`src/rtl/ac_unit.sv`:
```
// Accumulator/E-link execution unit: one operation every two cycles (IDLE -> EXEC),
// result written to AC on leaving EXEC, E flip-flop updates requested from downstream.
module ac_unit #(
    parameter int WIDTH    = 16,
    parameter int IN_WIDTH = 8
) (
    input  logic                clk,
    input  logic                reset,
    input  logic                op_valid,
    input  logic [3:0]          op_code,
    input  logic [WIDTH-1:0]    dr_data,
    input  logic [IN_WIDTH-1:0] inpr_data,
    input  logic                e_outdata,
    output logic                e_indata,
    output logic                ff_en,
    output logic                e_clr,
    output logic [WIDTH-1:0]    ac_data,
    output logic                busy,
    output logic                done,
    output logic                ac_zero,
    output logic                ac_neg
);

    typedef enum logic {IDLE, EXEC} state_t;

    localparam logic [3:0] OP_AND = 4'd1;
    localparam logic [3:0] OP_ADD = 4'd2;
    localparam logic [3:0] OP_LDA = 4'd3;
    localparam logic [3:0] OP_CLA = 4'd4;
    localparam logic [3:0] OP_CMA = 4'd5;
    localparam logic [3:0] OP_INC = 4'd6;
    localparam logic [3:0] OP_CIR = 4'd7;
    localparam logic [3:0] OP_CIL = 4'd8;
    localparam logic [3:0] OP_CLE = 4'd9;
    localparam logic [3:0] OP_CME = 4'd10;
    localparam logic [3:0] OP_INP = 4'd11;

    state_t             state, state_next;
    logic [3:0]         op_p0;
    logic [WIDTH-1:0]   dr_p0;
    logic [WIDTH-1:0]   ac;
    logic [WIDTH-1:0]   ac_result;
    logic [WIDTH:0]     sum;
    logic               e_result;
    logic               e_write;
    logic               e_clear;

    function automatic logic [WIDTH:0] add_with_carry(input logic [WIDTH-1:0] a,
                                                      input logic [WIDTH-1:0] b);
        return {1'b0, a} + {1'b0, b};
    endfunction

    function automatic logic [WIDTH-1:0] merge_char(input logic [WIDTH-1:0]    a,
                                                    input logic [IN_WIDTH-1:0] ch);
        logic [WIDTH-1:0] mask;
        mask = WIDTH'({IN_WIDTH{1'b1}});
        return (a & ~mask) | WIDTH'(ch);
    endfunction

    // p0: operands frozen on acceptance so input changes during EXEC are ignored
    always_ff @(posedge clk) begin
        if (state == IDLE && op_valid) begin
            op_p0 <= op_code;
            dr_p0 <= dr_data;
        end
    end

    always_ff @(posedge clk or posedge reset) begin
        if (reset) begin
            state <= IDLE;
        end else begin
            state <= state_next;
        end
    end

    always_comb begin
        state_next = state;
        case (state)
            IDLE:    if (op_valid) state_next = EXEC;
            EXEC:    state_next = IDLE;
            default: state_next = IDLE;
        endcase
    end

    assign sum = add_with_carry(ac, dr_p0);

    // EXEC: result from captured operands, live AC and live downstream E
    always_comb begin
        ac_result = ac;
        e_result  = 1'b0;
        e_write   = 1'b0;
        e_clear   = 1'b0;
        case (op_p0)
            OP_AND: ac_result = ac & dr_p0;
            OP_ADD: begin
                ac_result = sum[WIDTH-1:0];
                e_result  = sum[WIDTH];
                e_write   = 1'b1;
            end
            OP_LDA: ac_result = dr_p0;
            OP_CLA: ac_result = '0;
            OP_CMA: ac_result = ~ac;
            OP_INC: ac_result = ac + {{(WIDTH-1){1'b0}}, 1'b1};
            OP_CIR: begin
                ac_result = {e_outdata, ac[WIDTH-1:1]};
                e_result  = ac[0];
                e_write   = 1'b1;
            end
            OP_CIL: begin
                ac_result = {ac[WIDTH-2:0], e_outdata};
                e_result  = ac[WIDTH-1];
                e_write   = 1'b1;
            end
            OP_CLE: begin
                e_write = 1'b1;
                e_clear = 1'b1;
            end
            OP_CME: begin
                e_result = ~e_outdata;
                e_write  = 1'b1;
            end
            OP_INP: ac_result = merge_char(ac, inpr_data);
            default: ;
        endcase
    end

    // Reset drives a clear into the downstream E flip-flop so both sides start in step
    always_comb begin
        ff_en    = 1'b0;
        e_clr    = 1'b0;
        e_indata = 1'b0;
        if (reset) begin
            ff_en = 1'b1;
            e_clr = 1'b1;
        end else if (state == EXEC && e_write) begin
            ff_en    = 1'b1;
            e_clr    = e_clear;
            e_indata = e_clear ? 1'b0 : e_result;
        end
    end

    // p1: AC write-back and completion pulse on leaving EXEC
    always_ff @(posedge clk or posedge reset) begin
        if (reset) begin
            ac   <= '0;
            done <= 1'b0;
        end else begin
            done <= (state == EXEC);
            if (state == EXEC) begin
                ac <= ac_result;
            end
        end
    end

    assign busy    = (state == EXEC);
    assign ac_data = ac;
    assign ac_zero = (ac == '0);
    assign ac_neg  = ac[WIDTH-1];

endmodule

```
`config.mk`:
```
export PLATFORM = sky130hd
export DESIGN_NAME = ac_unit
export DESIGN_NICKNAME = d
export VERILOG_FILES = /design/src/rtl/ac_unit.sv
export SDC_FILE = /design/constraint.sdc
export NUM_CORES = 1
export LEC_CHECK = 0
export BUFFER_PORTS_ARGS = -buffer_cell sky130_fd_sc_hd__clkbuf_2
export CORE_MARGIN = 4
export CORE_UTILIZATION = 30
export DETAILED_ROUTE_END_ITERATION = 6
export REMOVE_ABC_BUFFERS = 1
export SETUP_SLACK_MARGIN = 0.1
export SKIP_LAST_GASP = 1
export SYNTH_ARGS = -nofsm -noshare
export SYNTH_HDL_FRONTEND = slang
export SYNTH_SLANG_ARGS = --single-unit
export TNS_END_PERCENT = 20
```
`constraint.sdc`:
```
create_clock -name clk -period 3.1 [get_ports clk]
set_input_delay 0.31 -clock clk [delete_from_list [all_inputs] [get_ports clk]]
set_output_delay 0.31 -clock clk [all_outputs]
set_load 0.005 [all_outputs]
```
== Word-level counts from Yosys, hierarchy flattened ==
Cells that the tools add are included.

* Add/subtract/negate cells: 2
* Equality and inequality tests: 11
* Multiplexer cells: 13
* Bitwise gates (word level): 5
* Reductions and logical operators: 6

{| class="wikitable"
|+ Operator list
! cell !! number
|-
| $pmux 16 s9 || 1
|-
| $add 16x16->17 || 1
|-
| $add 16x1->16 const B || 1
|-
| $and 16x16->16 || 1
|-
| $eq 4x3->1 const B || 4
|-
| $eq 4x4->1 const B || 4
|-
| $logic_not 16->1 || 1
|-
| $not 16->16 || 1
|-
| $or 16x8->16 || 1
|-
| $mux 1 || 10
|-
| $reduce_bool 9->1 || 1
|-
| $eq 4x2->1 const B || 2
|-
| $reduce_or 5->1 || 1
|-
| $eq 4x1->1 const B || 1
|-
| $pmux 1 s4 || 1
|-
| $logic_and 1x1->1 || 2
|-
| $not 1->1 || 2
|-
| $pmux 1 s2 || 1
|-
| $reduce_and 2->1 || 1
|}

* Register bits after elaboration: 38
* Input bits: 32
* Output and inout port bits: 23
* Logic and storage cells: 42

== Logic depth before layout (Yosys ltp) ==
* Word-level depth: 6
* Depth in mapped cells: 9
* Mapped depth without buffers: 9

== Worst setup path before layout ==
Ideal clock, no wire load.

* Path kind: reg2out
* From: register ac[0] (netlist: ac_data[0])
* To: output e_indata
* Data arrival time: 2.195 ns
* Slack: 0.595 ns
* Stages on the path, launching flop included: 10
* Buffers on the path: 0
* Cell sequence: dfrtp_1 > ha_1 > fa_1 > a21o_1 > a221oi_2 > o211ai_1 > o211ai_1 > o21ai_0 > nand2_1 > a21oi_1

* Longest elaborated chain between the ends: 5

{| class="wikitable"
|+ Ends and longest elaborated chain
! item !! line !! text
|-
| from (decl) || 41 || <nowiki>logic [WIDTH-1:0] ac;</nowiki>
|-
| from (signal assigned) || 150 || <nowiki>ac <= ac_result;</nowiki>
|-
| $add 16x16->17 || 50 || <nowiki>return {1'b0, a} + {1'b0, b};</nowiki>
|-
| $pmux 1 s4 * || 93 || <nowiki>case (op_p0)</nowiki>
|-
| $mux 1 * || 138 || <nowiki>e_indata = e_clear ? 1'b0 : e_result;</nowiki>
|-
| $mux 1 * || 135 || <nowiki>end else if (state == EXEC && e_write) begin</nowiki>
|-
| $mux 1 * || 132 || <nowiki>if (reset) begin</nowiki>
|-
| to (decl) || 14 || <nowiki>output logic e_indata,</nowiki>
|}

Mark *: on every way between the ends. The rest lies on a longest branch, timed or not.

== Final worst setup path ==
* From: register dr_p0[0]
* To: output e_indata

* Longest elaborated chain between the ends: 5

{| class="wikitable"
|+ Ends and longest elaborated chain
! item !! line !! text
|-
| from (decl) || 40 || <nowiki>logic [WIDTH-1:0] dr_p0;</nowiki>
|-
| from (signal assigned) || 64 || <nowiki>dr_p0 <= dr_data;</nowiki>
|-
| $add 16x16->17 || 50 ||
|-
| $pmux 1 s4 || 93 ||
|-
| $mux 1 || 138 ||
|-
| $mux 1 || 135 ||
|-
| $mux 1 || 132 ||
|}

Every way passes these cells.

==> flow_metrics.tcl <==
set metrics [dict create \
    cts.sinks 38 \
    routed-via-count 3698 \
    drc 0 \
    setup_viol 0 \
    synth_edf_count 20 \
    tightest_slew_ns 0.680 \
    placed_cell_area_sq_um 4040 \
    initial_utilization 0.305 \
    post-cts-setup-buffers 0 \
    min_period_ns 2.83 \
    synthToLayoutAreaGrowth_pct 16.0 \
    slew_headroom 0.547 \
    hp-class "primary input to register" \
    fin_nets 539 \
    status "complete, no violations" \
    insertion_delay_ns 0.29 \
    io_buffers 54 \
    ys_async_sr_fraction 0.474 \
    firstDrtPassIters 5 \
    die_x_microns 118 \
    clk_pin_slew_ns 0.06 \
    cp.required_ns 2.79 \
    grt_pass1_wl_mm 19.8 \
    cts_root_buffer "clkbuf_16" \
    core_sq_um 12000 \
    syn_inst 443 \
    place_inst 627 \
    synth-seq-area-share 0.288 \
    post_drt_wl_per_cell_microns 19.8 \
    io_pins 55 \
    fmax_mhz 353 \
    numCtsBuffers 5 \
    grt_util_all_layers 0.178 \
    die_h_microns 118 \
    powerDensity_nw_per_um2 587 \
    cp-end-kind "output port" \
    yosysWarnings 0 \
    ys.flop_type "edfxtp_1" \
    hold_viol 0 \
    final_area_sq_um 4230 \
    globalplace.congestion 0.995 \
    max_cap_violations 0 \
    cp.arrival_ns 2.52 \
    ant_nets 0 \
    grt_pass1_vias 3654 \
    rows 40 \
    synth_area_sq_um 3650 \
    diodes 0 \
    ys_seq_elements 38 \
    period_share 0.913 \
    path_class "register to output port" \
    rsz0062_at_grt "false" \
    p_leak_nw 1.65 \
    setup_tns_ns 0 \
    detailed_place_hpwl_mm 9.43 \
    drive_above_1_share 0.225 \
    drtIter0Drc 400 \
    cp_max_fo 3 \
    ys_types 69 \
    wl_mm 12.6 \
    htreeDepth 2 \
    overflow 0 \
    cts_tree "yes" \
    slew_viol_final 0 \
    synth.avg_cell_area_sq_um 8.24 \
    vdd_ir_drop_max_v 0.000197 \
    cp-start-kind "register" \
    fin_cells 636 \
    cts_max_path_buffers 2 \
    grt_max_degree 22 \
    grt_antenna_before_repair 0 \
    power_w 0.00249 \
    die_area_sq_um 14000 \
    vias_per_cell 5.81 \
    finalClockSkew_ns 0.00653 \
]
## routing by layer
layer  vias up  share of wire  wire length (microns)  track usage
met2       141           0.46                   5840        0.279
met4         0          0.035                    441       0.0886
met5         -              0                      0            0
met1      1762           0.44                   5490        0.234
met3        31          0.067                    849       0.0330
li1       1764              -                      -            -
## sequential cells by signal, summed over array words and instances (netlist names)
signal,cells
op_p0,4
done,1
ac_data,16
dr_p0,16
busy,1
## cell usage in the layout (no fill, tap or decap), drive strengths merged, types with 18 or more instances in the layout
cell type	count
a21oi	35
nand2	44
dfrtp	18
nor2	42
buf	23
edfxtp	20
clkbuf	61
nand3	19
o21ai	31
ha	18
## stage by stage
step	hold WS, ns	util	setup slack (ns)
after floorplan	0.274	-	0.586
after global placement	0.307	0.338	0.501
after detailed placement	0.298	0.338	0.461
after CTS	0.187	0.351	0.142
after global routing	0.189	0.354	0.103
final	0.193	0.354	0.271
## worst max-delay path, stage by stage, from the launching register on
cell	delay, ns
edfxtp_1	0.39
ha_1	0.25
fa_2	0.38
a21o_1	0.21
a221oi_4	0.27
o211ai_1	0.14
o211ai_1	0.16
o21ai_0	0.14
nand2_1	0.09
a21oi_1	0.07
clkbuf_2	0.12
## path summary, 6_finish.rpt
path	from	to	slack (ns)	cells after the start
worst max-delay path	dr_p0[0]	e_indata	0.27	10
worst min-delay path	dr_data[9]	dr_p0[9]	0.19	1
worst max register to register	ac_data[1]	ac_data[7]	0.66	8
worst min register to register	busy	done	0.58	0
max in group asynchronous	reset	ac_data[5]	1.99	4
min in group asynchronous	reset	ac_data[0]	0.53	3
## synth_stat cells, types with 6 or more instances
cell type,number,area share
a21o_1,7,0.014
a21oi_1,34,0.047
a222oi_1,6,0.016
a22oi_1,6,0.012
a31oi_1,8,0.014
buf_2,18,0.025
buf_4,10,0.021
clkbuf_1,7,0.0072
dfrtp_1,18,0.12
edfxtp_1,20,0.16
ha_1,18,0.062
inv_1,7,0.0072
nand2_1,43,0.044
nand3_1,18,0.025
nand4_1,7,0.012
nor2_1,40,0.041
nor3_1,10,0.014
o211ai_1,12,0.025
o21ai_0,24,0.033
o21ai_1,7,0.0096
o22ai_1,8,0.014
xnor2_1,16,0.038
xor2_1,8,0.019
## cell families after synthesis
logic type	after synthesis	synth area share
flops	38	0.288
compound gates	151	0.282
mux	4	0.0113
fa+ha+maj	19	0.0672
buf+inv	48	0.0724
simple gates	159	0.221
xor+xnor	24	0.0576
## what timing repair did
action | in CTS | in global routing
gates resized for setup | 0 | 5
hold buffers | 1 | 0
setup endpoints to repair | 0 | 1
endpoints found under the hold margin | 5 | 0
## cell type report
cell class,count,area [sq um]
fillers,1238,7730
multi-input cells,357,2370
flip-flops and latches,38,1050
clock inverters,1,5.00
well taps,147,184
repair buffers,78,453
inverters,8,30.0
clock buffers,7,143
## power breakdown
group	switching [W]	leakage [nW]	internal, W
sequential	0.000211	0.403	0.000611
clock	0.000201	0.0739	0.000319
combinational	0.000637	1.18	0.000507
total	0.00105	1.65	0.00144
No activity file was read; power rests on OpenSTA's default activity.
